`src/rtl/seq_serializer_pkg.sv`:
```
// Shared definitions for the serial feeder and the downstream sequence checker:
// state encoding, counter sizing and the checker's target pattern.
package seq_serializer_pkg;

  localparam logic IDLE_CODE  = 1'b0;
  localparam logic SHIFT_CODE = 1'b1;

  typedef enum logic {
    IDLE  = IDLE_CODE,
    SHIFT = SHIFT_CODE
  } state_e;

  // 6-bit pattern the checker fed by dout looks for, first-received bit in [5].
  localparam logic [5:0] CHECKER_PATTERN = 6'b100110;

  // Bit-counter width for a word of w bits (w is at least 2, so never zero).
  function automatic int cnt_width(input int w);
    return $clog2(w);
  endfunction

endpackage

```
`src/rtl/seq_serializer.sv`:
```
// Parallel-to-serial feeder: valid/ready word input, one-word holding buffer,
// registered serial output advanced by a bit-rate strobe.
module seq_serializer
  import seq_serializer_pkg::*;
#(
  parameter int   DATA_W    = 8,
  parameter int   MSB_FIRST = 1,
  parameter logic IDLE_BIT  = 1'b0
) (
  input  logic              clk,
  input  logic              rst,
  input  logic [DATA_W-1:0] in_data,
  input  logic              in_valid,
  output logic              in_ready,
  input  logic              bit_en,
  output logic              dout,
  output logic              dout_valid,
  output logic              frame_start,
  output logic              busy
);

  localparam int              CNT_W    = cnt_width(DATA_W);
  localparam logic [CNT_W-1:0] LAST_CNT = CNT_W'(DATA_W - 1);

  state_e              state, state_n;
  logic [DATA_W-1:0]   shreg, shreg_n;
  logic [DATA_W-1:0]   hold_data, hold_data_n;
  logic                hold_vld, hold_vld_n;
  logic [CNT_W-1:0]    cnt, cnt_n;
  logic                dout_n, dout_valid_n, frame_start_n;
  logic                accept, last_bit;

  function automatic logic lead_bit(input logic [DATA_W-1:0] w);
    return (MSB_FIRST != 0) ? w[DATA_W-1] : w[0];
  endfunction

  function automatic logic [DATA_W-1:0] shift_once(input logic [DATA_W-1:0] w);
    return (MSB_FIRST != 0) ? {w[DATA_W-2:0], 1'b0} : {1'b0, w[DATA_W-1:1]};
  endfunction

  // While rst is high nothing may transfer; the buffer gates acceptance otherwise.
  assign in_ready = !rst && !hold_vld;
  assign accept   = in_valid && in_ready;
  assign last_bit = (state == SHIFT) && bit_en && (cnt == LAST_CNT);
  assign busy     = (state == SHIFT) || hold_vld;

  always_comb begin
    // NOTE: every signal written here gets a default first, so no path leaves a
    // value unassigned and no latch is inferred.
    state_n     = state;
    shreg_n     = shreg;
    cnt_n       = cnt;
    hold_data_n = hold_data;
    hold_vld_n  = hold_vld;

    unique case (state)
      IDLE: begin
        if (accept) begin
          shreg_n = in_data;
          cnt_n   = '0;
          state_n = SHIFT;
        end
      end
      SHIFT: begin
        if (last_bit) begin
          cnt_n = '0;
          if (hold_vld) begin
            shreg_n    = hold_data;
            hold_vld_n = 1'b0;
          end else if (accept) begin
            shreg_n = in_data;
          end else begin
            state_n = IDLE;
          end
        end else if (bit_en) begin
          shreg_n = shift_once(shreg);
          cnt_n   = cnt + 1'b1;
        end
        // A word taken at a last-bit edge with an empty buffer went straight
        // to the shifter above; any other accepted word parks in the buffer.
        if (accept && !(last_bit && !hold_vld)) begin
          hold_data_n = in_data;
          hold_vld_n  = 1'b1;
        end
      end
      default: state_n = IDLE;
    endcase

    dout_valid_n  = (state_n == SHIFT);
    dout_n        = dout_valid_n ? lead_bit(shreg_n) : IDLE_BIT;
    frame_start_n = dout_valid_n && (cnt_n == '0);
  end

  always_ff @(posedge clk) begin
    // NOTE: sequential state uses non-blocking assignments so every register
    // samples the pre-edge values regardless of statement order.
    if (rst) begin
      state       <= IDLE;
      hold_vld    <= 1'b0;
      cnt         <= '0;
      dout        <= IDLE_BIT;
      dout_valid  <= 1'b0;
      frame_start <= 1'b0;
    end else begin
      state       <= state_n;
      hold_vld    <= hold_vld_n;
      cnt         <= cnt_n;
      dout        <= dout_n;
      dout_valid  <= dout_valid_n;
      frame_start <= frame_start_n;
    end
  end

  // NOTE: data-only registers carry no reset; their contents are ignored until
  // the state/valid flags that qualify them are set by a load.
  always_ff @(posedge clk) begin
    shreg     <= shreg_n;
    hold_data <= hold_data_n;
  end

endmodule

```
`config.mk`:
```
export PLATFORM = sky130hd
export DESIGN_NAME = seq_serializer
export DESIGN_NICKNAME = d
export VERILOG_FILES = /design/src/rtl/seq_serializer_pkg.sv /design/src/rtl/seq_serializer.sv
export SDC_FILE = /design/constraint.sdc
export NUM_CORES = 1
export LEC_CHECK = 0
export BUFFER_PORTS_ARGS = -buffer_cell sky130_fd_sc_hd__clkbuf_2
export CORE_MARGIN = 2
export CORE_UTILIZATION = 54
export DETAILED_ROUTE_END_ITERATION = 8
export MAX_ROUTING_LAYER = met4
export PLACE_DENSITY = 0.76
export SLEW_MARGIN = 20
export SYNTH_ARGS = -nofsm -noshare
export SYNTH_HDL_FRONTEND = slang
export SYNTH_SLANG_ARGS = --single-unit
```
`constraint.sdc`:
```
create_clock -name clk -period 2.1 [get_ports clk]
set_clock_uncertainty 0.05 [all_clocks]
set_input_delay 0.42 -clock clk [delete_from_list [all_inputs] [get_ports clk]]
set_output_delay 0.42 -clock clk [all_outputs]
set_load 0.05 [all_outputs]
```
* After elaboration in Yosys (flattened, before gate mapping)
Index checks and enable logic that the tools add are counted.
** Cells by class
- Multiplexer cells :: 15
- Reductions and logical operators :: 16
- $add $sub $neg :: 1
- Bitwise gates (word level) :: 2
- Equality and inequality tests :: 2
** Operator list (count)
- 8-bit 2-to-1 mux :: 4
- 8-bit case mux with 2 select lines :: 1
- 3-bit 2-to-1 mux :: 3
- 1-bit logical AND :: 7
- 3-bit case mux with 2 select lines :: 1
- 1-bit 2-to-1 mux :: 5
- 2-bit AND reduction :: 2
- 3-bit by 1-bit adder with 3-bit output (second input constant) :: 1
- 3-bit equality test (second input constant) :: 1
- 1-bit logical NOT :: 3
- 3-bit logical NOT :: 1
- 3-bit by 2-bit != test with 1-bit output (second input constant) :: 1
- 1-bit NOT :: 2
- 1-bit case mux with 2 select lines :: 1
- 2-bit nonzero test :: 1
- 2-bit OR reduction :: 1
- 1-bit logical OR :: 1
** Storage, ports and cells
- Register bits :: 23

* Depth between registers and ports, before layout
Gate-level depths: netlist of the first run.
- Depth in word-level cells :: 9
- Depth in mapped cells :: 6
- Gate-level depth less buffers :: 5

* Least setup slack after synthesis of the first run
OpenSTA, ideal clock, no wires.
- Path kind :: input to register
- Start point :: in rst
- End point :: reg hold_data[0], enable pin
- Data arrival time :: 1.550 ns
- Setup time :: 0.370 ns
- Required time :: 1.680 ns
- Cell stages on the path :: 4
- Buffers on the path :: 2
- Path slack :: 0.130 ns
- Cell sequence :: buf_2 or3b_2 buf_2 nor2_1
** On the way
- Longest elaborated chain between the ends :: 5
** RTL lines
- from (decl) :: RTL line seq_serializer.sv:11 : input logic rst,
- 1-bit logical NOT :: RTL line seq_serializer.sv:42 : assign in_ready = !rst && !hold_vld;
- 1-bit logical AND :: RTL line seq_serializer.sv:42
- 1-bit logical AND :: RTL line seq_serializer.sv:43 : assign accept = in_valid && in_ready;
- 1-bit logical AND :: RTL line seq_serializer.sv:81 : if (accept && !(last_bit && !hold_vld)) begin
- 2-bit AND reduction (no source line)
- to (signal assigned) :: RTL line seq_serializer.sv:118 : hold_data <= hold_data_n;
- to (decl) :: RTL line seq_serializer.sv:27 : logic [DATA_W-1:0] hold_data, hold_data_n;
Every way passes these cells.
A chain may end at the register's enable or synchronous reset.

* Worst setup path after layout of the first run
- Start point :: reg state
- End point :: out busy
** On the way
- Longest elaborated chain between the ends :: 1
** RTL lines
- from (decl) :: RTL line seq_serializer.sv:25 : state_e state, state_n;
- from (signal assigned) :: RTL line seq_serializer.sv:105 : state <= state_n;
- 1-bit logical OR :: RTL line seq_serializer.sv:45 : assign busy = (state == SHIFT) || hold_vld;
- to (decl) :: RTL line seq_serializer.sv:19 : output logic busy
Every way passes these cells.

==> metrics.csv, run 1 <==
stage,metric,value,unit
logic_synthesis,Yosys reg bits,23,
floorplanning,Initial Utilization,56.64,%
worst_setup_path,Worst Path Arrival,1.52,ns
worst_setup_path,Stages on worst setup path,2,
worst_setup_path,slowest CP cell,dfxtp_1,
logic_synthesis,Syn Std Cell Area,1100,sq um
floorplanning,Die ar.,2414,sq um
logic_synthesis,Mapped Nets,110,
global_routing,grt met1 use,25.87,%
sta,measured slew at the worst slew-check pin,0.6070,ns
worst_hold_path,hold_sp,in_data[4],
worst_setup_path,R2R depth,5,
floorplanning,DIE WIDTH,49.13,microns
sta,final worst slack,0.1132,ns
global_routing,initial antenna violation count,0,
sta,endpoints failing hold,0,
floorplanning,# IOs,17,
sta,final setup vio count,0,
place,Place WS,0.2859,ns
outcome,status,"finished, final reports clean",
global_routing,Total GRT Usage,20.39,%
sta,max-slew violations,0,
cts,Num CTS Buffers,3,
pwr,Peak VDD IR,0.4501,mV
logic_synthesis,synth warn,0,
cts,CTS tree,yes,
logic_synthesis,synthesized area per cell,11.46,sq um
cts,clk sinks,23,
global_routing,largest net degree at the start of global routing,20,
pwr,PD cells,769.0,nW/um^2
floorplanning,# rows,16,
route,wire length per cell,15.38,microns
final_layout,fillcell total,180,
worst_setup_path,crit-path max FO,19,
sta,Max Clk Rate,503.3,MHz
pwr,Lkg Pwr,0.4774,nW
route,via/cell ratio,6.064,
worst_setup_path,worst path bufs/invs,1,
worst_setup_path,crit start category,flop,
worst_setup_path,"delay-heaviest family, CP",flip-flops,
global_routing,GRT met2 Usage,30.63,%
worst_setup_path,kind of critical path,reg2out,
global_routing,vias in the first global route,807,
worst_setup_path,worst flop-to-flop path startpoint,cnt[0],
worst_setup_path,crit path from,state,
sta,Slew HR,59.47,%
logic_synthesis,Mapped Cells,96,
worst_hold_path,Tightest Hold Check Type,in2reg,
cts,Resized cells post-CTS,0,
cts,clk buf depth,2,
cts,# hold bufs at CTS,0,
route,DRC,0,
worst_setup_path,Worst path max stage delay,0.73,ns
global_routing,grt ovf,0,
logic_synthesis,ys async rst share,0,%
route,drt initial violations,24,
sta,Tmin final,1.987,ns
worst_setup_path,WP data required,1.63,ns
final_layout,most frequent cells in the layout,"nand2_1 (16), clkbuf_2 (16), edfxtp_1 (15)",
final_layout,fin nets,128,
final_layout,area grow syn2layout,11.95,%
route,drt pass-1 iters,4,
global_routing,GRT met3 Usage,3.681,%
logic_synthesis,register area share after synthesis,55.52,%
worst_hold_path,Hold Path Cell Cnt,1,
logic_synthesis,Synth cell types,32,
run,max cap viols,0,
route,DRT antenna net count,0,
sta,Final Cycle Share,94.61,%
cts,H-Tree Level Count,1,
worst_setup_path,crit path cell chain,or2_2 -> clkbuf_2,
logic_synthesis,number of synthesized flops with an enable pin,15,
global_routing,first-pass GRT wire length,3615,microns
place,# port buffers,16,
global_routing,GRT Max-Usage Layer,met2,
floorplanning,Core Box Area,1942,sq um
final_layout,layout cells sized above 1,27.43,%
worst_setup_path,Worst R2R Setup Slack,0.27,ns
sta,RSZ-0062 raised after global routing,false,
place,GP Congestion,0.7876,
cts,"Clk Latency, worst-skew pair",0.31,ns
cts,"Reg clk slew, reported paths",0.12,ns
sta,setup_tns,0,ns
cts,setup bufs post-CTS,0,
place,detailed placement HPWL,1530,microns
worst_setup_path,crit path capture type,primary output,
floorplanning,die height,49.13,microns
logic_synthesis,Post-synth top flop,edfxtp_1,
final_layout,antenna cells,0,
route,DRT Wirelength,2153,microns
cts,CTS Root Cell,clkbuf_4,
route,Vias,849,
## Yosys cell counts, types with 2 or more instances
library cell	instances	area [sq um]
nand2b_1	3	18.77
a21oi_1	3	15.01
and3b_1	2	17.52
edfxtp_1	15	450.4
a32oi_1	8	70.07
nand2_1	16	60.06
ha_1	2	25.02
dfxtp_1	8	160.2
clkbuf_1	2	7.510
o221ai_1	6	52.55
nor2_1	5	18.77
buf_2	4	20.02
o21ai_0	2	10.01
inv_1	2	7.510
## worst reg2reg max path: stages (launching register included)
cell and delay (ns):
dfxtp_1 0.39, ha_1 0.18, ha_1 0.38, nand2_1 0.26, o221ai_1 0.23, a32oi_1 0.08
## layer usage
layer | part of all wire, % | vias to the layer above
met5 | 0 | -
met2 | 50 | 19
met3 | 3.3 | 4
li1 | - | 405
met4 | 2.2 | 0
met1 | 44 | 421
## flip-flops by register name, summed over array words and instances (netlist names)
name / count
dout: 1
cnt: 3
shreg: 8
hold_data: 8
frame_start: 1
state: 1
hold_vld: 1
## final cells by class
type / count / area [sq um] / share of cell area, %
repair buffers: 20 / 110.1 / 8.943
flip-flops and latches: 23 / 610.6 / 49.59
clock buffers: 4 / 26.28 / 2.134
well taps: 27 / 33.78 / 2.744
inverters: 2 / 7.507 / 0.6098
multi-input cells: 64 / 442.9 / 35.98
## power breakdown
part           switching (mW)  internal [mW]  total, mW
logic                   0.105         0.0722      0.177
clock network           0.127         0.0743      0.201
registers              0.0331          0.536      0.569
total                   0.265          0.682      0.947
## metrics by stage
stage | std cells | area (sq um) | utilization, % | total power [mW] | hold WS [ns]
after global placement | 136 | 1205 | 62.05 | 0.7537 | 0.4378
after floorplan | 96 | 1100 | - | 0.7051 | 0.4220
after detailed placement | 136 | 1205 | 62.05 | 0.7554 | 0.4647
final | 140 | 1231 | 63.40 | 0.9468 | 0.2395
after CTS | 140 | 1231 | 63.40 | 0.9520 | 0.2360
after global routing | 140 | 1231 | 63.40 | 0.9950 | 0.2310
## cells by family after synthesis
| logic type | share of synthesized area (%) |
|---|---|
| adder cells (fa/ha/maj) | 2.275 |
| multiplexers | 1.934 |
| flip-flops | 55.52 |
| AO/OA/AOI/OAI | 19.45 |
| AND/OR/NAND/NOR | 16.61 |
| buffers and inverters | 4.210 |
## final timing paths
path                                     end
worst min-delay path            hold_data[4]
worst min register to register        cnt[0]
worst max register to register      shreg[2]
worst max-delay path                    busy
No activity file was read; power rests on OpenSTA's default activity.
==> run 2, diff against run 1 <==
==> constraint.sdc (replaced) <==
create_clock -name clk -period 2.1 [get_ports clk]
set_clock_uncertainty 0.05 [all_clocks]
set_input_delay 0.42 -clock clk [delete_from_list [all_inputs] [get_ports clk]]
set_output_delay 0.42 -clock clk [all_outputs]
set_load 0.1 [all_outputs]
==> run 2 against run 1 <==
Against the previous run: maximum frequency rose by 0.67%; power rose by 3.7%; via count fell by 1.1%; sequential share of layout area fell by 0.10 points; worst hold slack improved by 0.0052 ns; die area did not move; combinational power rose by 22%; critical path type unchanged.
==> metrics.csv, run 2 (same netlist as run 1, synthesis figures left out) <==
stage,metric,value,unit
worst_setup_path,crit path cell chain,or2_2 -> clkbuf_2,
worst_setup_path,worst flop-to-flop path startpoint,cnt[0],
cts,"Clk Latency, worst-skew pair",0.30,ns
cts,clk sinks,23,
floorplanning,Initial Utilization,56.64,%
global_routing,Total GRT Usage,18.70,%
cts,CTS Root Cell,clkbuf_4,
worst_setup_path,crit start category,flop,
sta,Tmin final,1.974,ns
route,via/cell ratio,6.000,
worst_hold_path,hold_sp,in_data[5],
place,detailed placement HPWL,1492,microns
global_routing,largest net degree at the start of global routing,20,
worst_setup_path,Worst R2R Setup Slack,0.32,ns
final_layout,post-route cell area,1236,sq um
worst_setup_path,Worst Path Arrival,1.50,ns
sta,Hold Slack,0.2447,ns
floorplanning,Core Box Area,1942,sq um
floorplanning,# IOs,17,
place,GP Congestion,0.7698,
worst_setup_path,CP endpoint,busy,
cts,clk buf depth,2,
route,wire length per cell,15.18,microns
pwr,Lkg Pwr,0.4805,nW
route,DRT antenna net count,0,
worst_setup_path,Worst path max stage delay,0.58,ns
final_layout,fin nets,128,
cts,setup bufs post-CTS,0,
place,# port buffers,16,
pwr,total power,0.9818,mW
cts,"Reg clk slew, reported paths",0.13,ns
worst_hold_path,Tightest Hold Check Type,in2reg,
sta,measured slew at the worst slew-check pin,0.5396,ns
place,dpl cell area,1209,sq um
route,drt initial violations,18,
sta,max-slew violations,0,
cts,Resized cells post-CTS,0,
pwr,PD cells,794.2,nW/um^2
global_routing,vias in the first global route,777,
worst_setup_path,kind of critical path,reg2out,
final_layout,Final Non-Filler Cells,140,
worst_setup_path,R2R depth,5,
sta,Slew HR,64.18,%
final_layout,area grow syn2layout,12.40,%
worst_setup_path,crit-path max FO,11,
cts,Num CTS Buffers,3,
sta,RSZ-0062 raised after global routing,false,
global_routing,grt ovf,0,
cts,CTS tree,yes,
final_layout,most frequent cells in the layout,"nand2_1 (16), clkbuf_2 (16), edfxtp_1 (15)",
floorplanning,die height,49.13,microns
sta,endpoints failing hold,0,
route,drt pass-1 iters,4,
final_layout,antenna cells,0,
route,DRT Wirelength,2125,microns
outcome,status,"finished, final reports clean",
global_routing,initial antenna violation count,0,
cts,H-Tree Level Count,1,
pwr,Peak VDD IR,0.5355,mV
worst_setup_path,crit path capture type,primary output,
sta,final setup vio count,0,
final_layout,layout cells sized above 1,30.09,%
global_routing,first-pass GRT wire length,3353,microns
sta,Max Clk Rate,506.7,MHz
floorplanning,DIE WIDTH,49.13,microns
sta,Final Cycle Share,93.98,%
floorplanning,Die ar.,2414,sq um
cts,# hold bufs at CTS,0,
worst_setup_path,slowest CP cell,dfxtp_1,
run,max cap viols,0,
worst_setup_path,worst r2r dst,shreg[2],
place,placed cell count,136,
route,DRC,0,
final_layout,fin util,63.66,%
route,Vias,840,
worst_setup_path,crit path from,hold_vld,
worst_setup_path,WP data required,1.63,ns
floorplanning,# rows,16,
final_layout,biggest regs,"hold_data: 8 flops, shreg: 8 flops, cnt: 3 flops",
==> run 2: cell types whose count changed in the layout (fill, tap and decap cells not counted), sizes merged <==
cell    change
clkbuf      -1
clkinv      +1
==> run 2: area by class of cell <==
| cell class | instances | area, sq um |
|---|---|---|
| Clock inverter | 1 | 5.005 |
| Multi-Input combinational cell | 64 | 445.4 |
| Clock buffer | 3 | 22.52 |
| Inverter | 2 | 7.507 |
| Sequential cell | 23 | 611.8 |
| Fill cell | 169 | 705.7 |
| Tap cell | 27 | 33.78 |
| Timing Repair Buffer | 20 | 110.1 |
==> run 2: where the power goes <==
group	switching (mW)	internal [mW]	leakage, nW
clock network	0.124	0.0709	0.0177
logic	0.144	0.0721	0.250
registers	0.0349	0.536	0.213
total	0.303	0.679	0.480
==> run 2: critical path: cells and delay by family (launching register included) <==
| kind | cells | cell delay [ns] |
|---|---|---|
| and+or+nand+nor | 1 | 0.18 |
| buffers and inverters | 1 | 0.44 |
| DFF | 1 | 0.58 |
==> run 2: how the worst min path moves through the flow <==
stage | slack (ns) | cells after the start | end
final | 0.24 | 1 | hold_data[5]
after global routing | 0.24 | 1 | hold_data[6]
after CTS | 0.24 | 1 | hold_data[5]
after detailed placement | 0.46 | 2 | cnt[0]
after global placement | 0.44 | 2 | cnt[0]
after floorplan | 0.42 | 2 | cnt[0]
==> run 2: per-layer routing <==
layer | share of wire, % | global-route usage [%]
met1 | 45 | 23.39
met2 | 50 | 29.28
met4 | 1.7 | 8.095
met5 | 0 | -
met3 | 3.1 | 3.988
==> run 2: per-stage QoR <==
stage / worst slack (ns) / setup TNS, ns
final: 0.1265 / 0
after floorplan: -0.02886 / -0.02886
after detailed placement: 0.2816 / 0
after global placement: 0.3113 / 0
after CTS: 0.1201 / 0
after global routing: 0.05232 / 0
